**src/rtl/pipelined_adder.sv**
```systemverilog
// Pipelined ripple-carry adder: STAGES slices of WIDTH/STAGES bits, carry registered between slices,
// valid/ready handshake with full backpressure. Define PIPELINED_ADDER_OVF_EN to add the out_ovf port.
module pipelined_adder #(
   parameter int WIDTH  = 8,
   parameter int STAGES = 2
) (
   input  logic             clk,
   input  logic             rst_n,
   input  logic             in_valid,
   output logic             in_ready,
   input  logic [WIDTH-1:0] in_a,
   input  logic [WIDTH-1:0] in_b,
   input  logic             in_cin,
   output logic             out_valid,
   input  logic             out_ready,
   output logic [WIDTH-1:0] out_sum,
   output logic             out_cout
`ifdef PIPELINED_ADDER_OVF_EN
   ,
   output logic             out_ovf
`endif
);

   localparam int SW = WIDTH / STAGES;

   logic advance;

   genvar gi;
   generate
      for (gi = 0; gi < STAGES; gi++) begin : g_stage
         localparam int DONE = (gi + 1) * SW;
         localparam int REM  = WIDTH - DONE;

         logic [SW-1:0]   a_s;
         logic [SW-1:0]   b_s;
         logic            c_s;
         logic            v_s;
         logic [SW:0]     slice_sum;
         logic [DONE-1:0] sum_next;
         logic            valid_reg;
         logic            carry_reg;
         logic [DONE-1:0] sum_reg;

         // Stage 0 works on the live inputs; later stages on the skewed operand bits of their predecessor.
         if (gi == 0) begin : g_first
            assign a_s      = in_a[SW-1:0];
            assign b_s      = in_b[SW-1:0];
            assign c_s      = in_cin;
            assign v_s      = in_valid;
            assign sum_next = slice_sum[SW-1:0];
         end else begin : g_next
            assign a_s      = g_stage[gi-1].g_skew.a_reg[SW-1:0];
            assign b_s      = g_stage[gi-1].g_skew.b_reg[SW-1:0];
            assign c_s      = g_stage[gi-1].carry_reg;
            assign v_s      = g_stage[gi-1].valid_reg;
            assign sum_next = {slice_sum[SW-1:0], g_stage[gi-1].sum_reg};
         end

         assign slice_sum = {1'b0, a_s} + {1'b0, b_s} + {{SW{1'b0}}, c_s};

         always_ff @(posedge clk or negedge rst_n) begin
            if (!rst_n) begin
               valid_reg <= 1'b0;
               carry_reg <= 1'b0;
               sum_reg   <= '0;
            end else if (advance) begin
               valid_reg <= v_s;
               carry_reg <= slice_sum[SW];
               sum_reg   <= sum_next;
            end
         end

         // Operand bits not yet consumed travel alongside the partial sum.
         if (REM > 0) begin : g_skew
            logic [REM-1:0] a_next;
            logic [REM-1:0] b_next;
            logic [REM-1:0] a_reg;
            logic [REM-1:0] b_reg;

            if (gi == 0) begin : g_src
               assign a_next = in_a[WIDTH-1:SW];
               assign b_next = in_b[WIDTH-1:SW];
            end else begin : g_src
               assign a_next = g_stage[gi-1].g_skew.a_reg[REM+SW-1:SW];
               assign b_next = g_stage[gi-1].g_skew.b_reg[REM+SW-1:SW];
            end

            always_ff @(posedge clk or negedge rst_n) begin
               if (!rst_n) begin
                  a_reg <= '0;
                  b_reg <= '0;
               end else if (advance) begin
                  a_reg <= a_next;
                  b_reg <= b_next;
               end
            end
         end

`ifdef PIPELINED_ADDER_OVF_EN
         if (gi == STAGES - 1) begin : g_ovf
            logic msb_cin;
            logic ovf_reg;

            // Carry into the MSB is recovered from the MSB sum bit and its operand bits.
            assign msb_cin = a_s[SW-1] ^ b_s[SW-1] ^ slice_sum[SW-1];

            always_ff @(posedge clk or negedge rst_n) begin
               if (!rst_n) begin
                  ovf_reg <= 1'b0;
               end else if (advance) begin
                  ovf_reg <= msb_cin ^ slice_sum[SW];
               end
            end
         end
`endif
      end
   endgenerate

   assign out_valid = g_stage[STAGES-1].valid_reg;
   assign out_sum   = g_stage[STAGES-1].sum_reg;
   assign out_cout  = g_stage[STAGES-1].carry_reg;
`ifdef PIPELINED_ADDER_OVF_EN
   assign out_ovf   = g_stage[STAGES-1].g_ovf.ovf_reg;
`endif

   // Safe to be combinational from out_ready because every output is registered.
   assign advance  = !out_valid || out_ready;
   assign in_ready = advance;

endmodule
```
**config.mk**
```make
export PLATFORM = sky130hd
export DESIGN_NAME = pipelined_adder
export DESIGN_NICKNAME = d
export VERILOG_FILES = /design/src/rtl/pipelined_adder.sv
export SDC_FILE = /design/constraint.sdc
export NUM_CORES = 1
export LEC_CHECK = 0
export ABC_CLOCK_PERIOD_IN_PS = 1500
export CORE_ASPECT_RATIO = 0.75
export CORE_MARGIN = 1
export CORE_UTILIZATION = 42
export CTS_CLUSTER_SIZE = 8
export DETAILED_ROUTE_END_ITERATION = 10
export GPL_TIMING_DRIVEN = 0
export PLACE_DENSITY = 0.85
export REMOVE_ABC_BUFFERS = 1
export SYNTH_ARGS = -nofsm -noshare
export SYNTH_HDL_FRONTEND = slang
export SYNTH_SLANG_ARGS = --single-unit
```
**constraint.sdc**
```tcl
create_clock -name clk -period 1.5 [get_ports clk]
set_input_delay 0.3 -clock clk [delete_from_list [all_inputs] [get_ports clk]]
set_output_delay 0.3 -clock clk [all_outputs]
set_load 0.02 [all_outputs]
```
==> qor.csv <==
stage;metric;value;unit
clock_tree;numCtsBuffers;3;
setup_path;r2r-start;g_stage[0].carry_reg;
setup_path;r2r_setup_slack;-0.04;ns
grt;grt_pass1_wl;4.01;mm
clock_tree;clk_pin_slew_worst_paths;0.08;ns
power_and_ir_drop;vdd_drop_max;0.462;mV
place;dp_hpwl;1.62;mm
floorplanning;die_h;48.1;um
timing;fin_crit;1.54;ns
synthesis;synth-compound-area-share;9.86;%
drt;detail_route.wl_per_cell;12.8;um
drt;wirelength;2.49;mm
synthesis;synth_xor_area_share;1.47;%
floorplanning;core;0.00264;mm^2
floorplanning;fp.dieArea;0.00306;mm^2
synthesis;synthMuxAreaShare;0;%
setup_path;worstSetupStartpointType;flip-flop;
setup_path;crit_top_cell;fa_2;
grt;grt_antenna_before_repair;0;
timing;final_max_slew_viol_count;0;
place;gp_congestion;0.718;
status;outcome;finished with violations;
clock_tree;clk_path_buf_depth;2;
timing;whs;0.464;ns
drt;ant_nets;0;
finish;largest_reg_flops;8;
clock_tree;htreeDepth;1;
finish;drive_gt1_share;15.8;%
setup_path;worstRegToRegCells;4;
finish;nets;190;
timing;hold_viol_final;0;
timing;max-slew-margin-rel;30.2;%
synthesis;synth.avg_cell_area;9.77;um^2
drt;dr.pass1.iters;4;
clock_tree;cts_root_buf;clkbuf_8;
timing;fin_ws;-0.0436;ns
setup_path;endpoint_kind;flip-flop;
timing;max_freq;648;MHz
timing;clock_skew;0.00153;ns
power_and_ir_drop;pwr_density_cell;1320;mW/mm^2
timing;period_share;103;%
setup_path;cp_max_fo;2;
floorplanning;pin_count;32;
grt;first_global_vias;880;
grt;grt_max_degree;25;
setup_path;setup.worst_path.start;g_stage[0].carry_reg;
clock_tree;cts_tree;done;
clock_tree;clkLatencyLatePin;0.26;ns
timing;grt_setup_unrepaired;true;
synthesis;synth-simple-area-share;18.8;%
place;dp_slack;-0.830;ns
flow_run;cap_violations;0;
setup_path;crit_required;1.70;ns
finish;syn2layout_area_growth;35.3;%
finish;n_antenna_cell;0;
drt;drt_iter0_markers;56;
setup_path;cp_slowest_stage_delay;0.45;ns
grt;grtUsageTotal;18.1;%
timing;finalSetupViolCount;1;
drt;drc;0;
synthesis;synth_seq_cells;24;
status;violations;setup timing;
setup_path;cp_slowest_cell;fa_2;
synthesis;ys_warn_count;0;
grt;grt_overflow;0;
setup_path;critPathArrivalTime;1.74;ns
power_and_ir_drop;p_leak;0.806;nW
setup_path;r2r-end;out_sum[5];
setup_path;worstSetupPathType;flip-flop to flip-flop;
timing;tightest_slew;1.04;ns
drt;vias;944;
clock_tree;cts_hold_buf;0;
worst_hold_path;hold_path_class;flip-flop to flip-flop;
clock_tree;clock_sink_count;24;
synthesis;synth_seq_area_share;50.4;%
setup_path;crit_chain;fa_2, inv_2, fa_2, a21oi_2;
floorplanning;rows;16;
synthesis;synthAdderAreaFrac;13.0;%
floorplanning;die_w;63.5;um
place;portBuffers;31;
synthesis;synth_top_family_by_area;simple AND/OR/NAND/NOR gates;
floorplanning;initial_utilization;45.1;%
synthesis;synth_cell_types;19;
drt;viasPerCell;4.87;
synthesis;synth_cells;122;
synthesis;netlist_area;0.00119;mm^2
setup_path;cp-endpoint;out_sum[5];
worst_hold_path;hold_depth;2;
[metal layers]
metal | share of wire (%) | vias to the layer above | global-route usage [%]
met5 | 0 | - | 0
met4 | 1.2 | 0 | 8.18
met3 | 5.5 | 4 | 3.50
met2 | 49 | 34 | 33.8
met1 | 44 | 453 | 21.2
li1 | - | 453 | -
[layout by cell type (no fill, tap or decap), types with 2 or more instances in the layout]
cell type        instances
o21ai_0                  2
inv_1                    7
nand2_1                 45
fa_2                     4
buf_4                    3
o21ai_2                  2
o21ai_1                  6
ha_1                     6
clkbuf_8                 3
nor2b_2                  3
a21oi_2                  4
clkdlybuf4s50_1         16
a21oi_1                  2
a21o_1                   2
nor2_1                   6
xor2_1                   2
dfrtp_1                 24
dlygate4sd2_1           14
[area by class of cell]
class                           instances  area [um^2]
Multi-Input combinational cell         86          538
Tap cell                               36         45.0
Clock buffer                            3         41.3
Inverter                                9         41.3
Timing Repair inverter                  1         6.26
Clock inverter                          1         30.0
Sequential cell                        24          601
Fill cell                             220         1030
Timing Repair Buffer                   34          310
[per-stage QoR]
step | instances | area (um^2) | util, % | TNS, ns | power [mW]
after global placement | 185 | 1510 | 57.0 | -7.32 | 1.57
after global routing | 194 | 1610 | 61.0 | -0.213 | 2.25
after CTS | 194 | 1610 | 61.0 | -0.0413 | 2.14
after floorplan | 118 | 1150 | - | 0 | 1.27
after detailed placement | 185 | 1510 | 57.0 | -9.25 | 1.60
final | 194 | 1610 | 61.0 | -0.0436 | 2.12
[worst max-delay path: cells and delay by family, from the launching register on]
family | cells | cell delay [ns]
fa+ha+maj | 2 | 0.87
flops | 1 | 0.42
compound gates | 1 | 0.12
buf+inv | 1 | 0.08
[worst min-delay path by stage]
stage	start	end	slack, ns
2_1_floorplan	rst_n	g_stage[0].carry_reg	0.004
3_3_place_gp	g_stage[0].valid_reg	out_valid	0.44
3_5_place_dp	out_sum[0]	out_sum[0]	0.46
4_1_cts	out_sum[0]	out_sum[0]	0.47
5_1_grt	out_sum[0]	out_sum[0]	0.49
6_report	out_sum[0]	out_sum[0]	0.46
[power by group]
part,switching [mW],internal (mW),leakage [nW],total (mW)
Combinational,0.393,0.303,0.485,0.695
Sequential,0.0837,0.794,0.285,0.877
Clock,0.195,0.356,0.0357,0.551
Total,0.672,1.45,0.806,2.12
[kinds of logic after synthesis]
logic type | count (synthesis)
AND/OR/NAND/NOR | 55
flip-flops | 24
AO/OA/AOI/OAI | 18
buffers and inverters | 13
adder cells (fa/ha/maj) | 10
XOR/XNOR | 2
[cells in the mapped netlist]
cell / instances / area share, %
buf_4: 1 / 0.63
fa_1: 4 / 6.7
nand2_1: 45 / 14
ha_1: 6 / 6.3
o21ai_1: 2 / 0.84
inv_1: 8 / 2.5
nand2b_1: 1 / 0.52
o21ai_2: 2 / 1.5
a21o_1: 2 / 1.3
nor2_1: 6 / 1.9
buf_6: 3 / 2.8
nor2b_1: 2 / 1.0
o21ai_0: 6 / 2.5
dfrtp_1: 24 / 50
nor2b_4: 1 / 1.2
a21oi_1: 2 / 0.84
inv_4: 1 / 0.52
a21oi_2: 4 / 2.9
xor2_1: 2 / 1.5
[repair_timing]
action                                  in CTS  in global routing
cloned                                       2                  0
endpoints found under the setup margin      19                  4
buffers inserted                             3                  0
hold endpoints to repair                     0                  0
pin swaps                                    6                  4
gates resized for setup                     30                  1
Note: power is estimated with default switching activity, not from simulation.
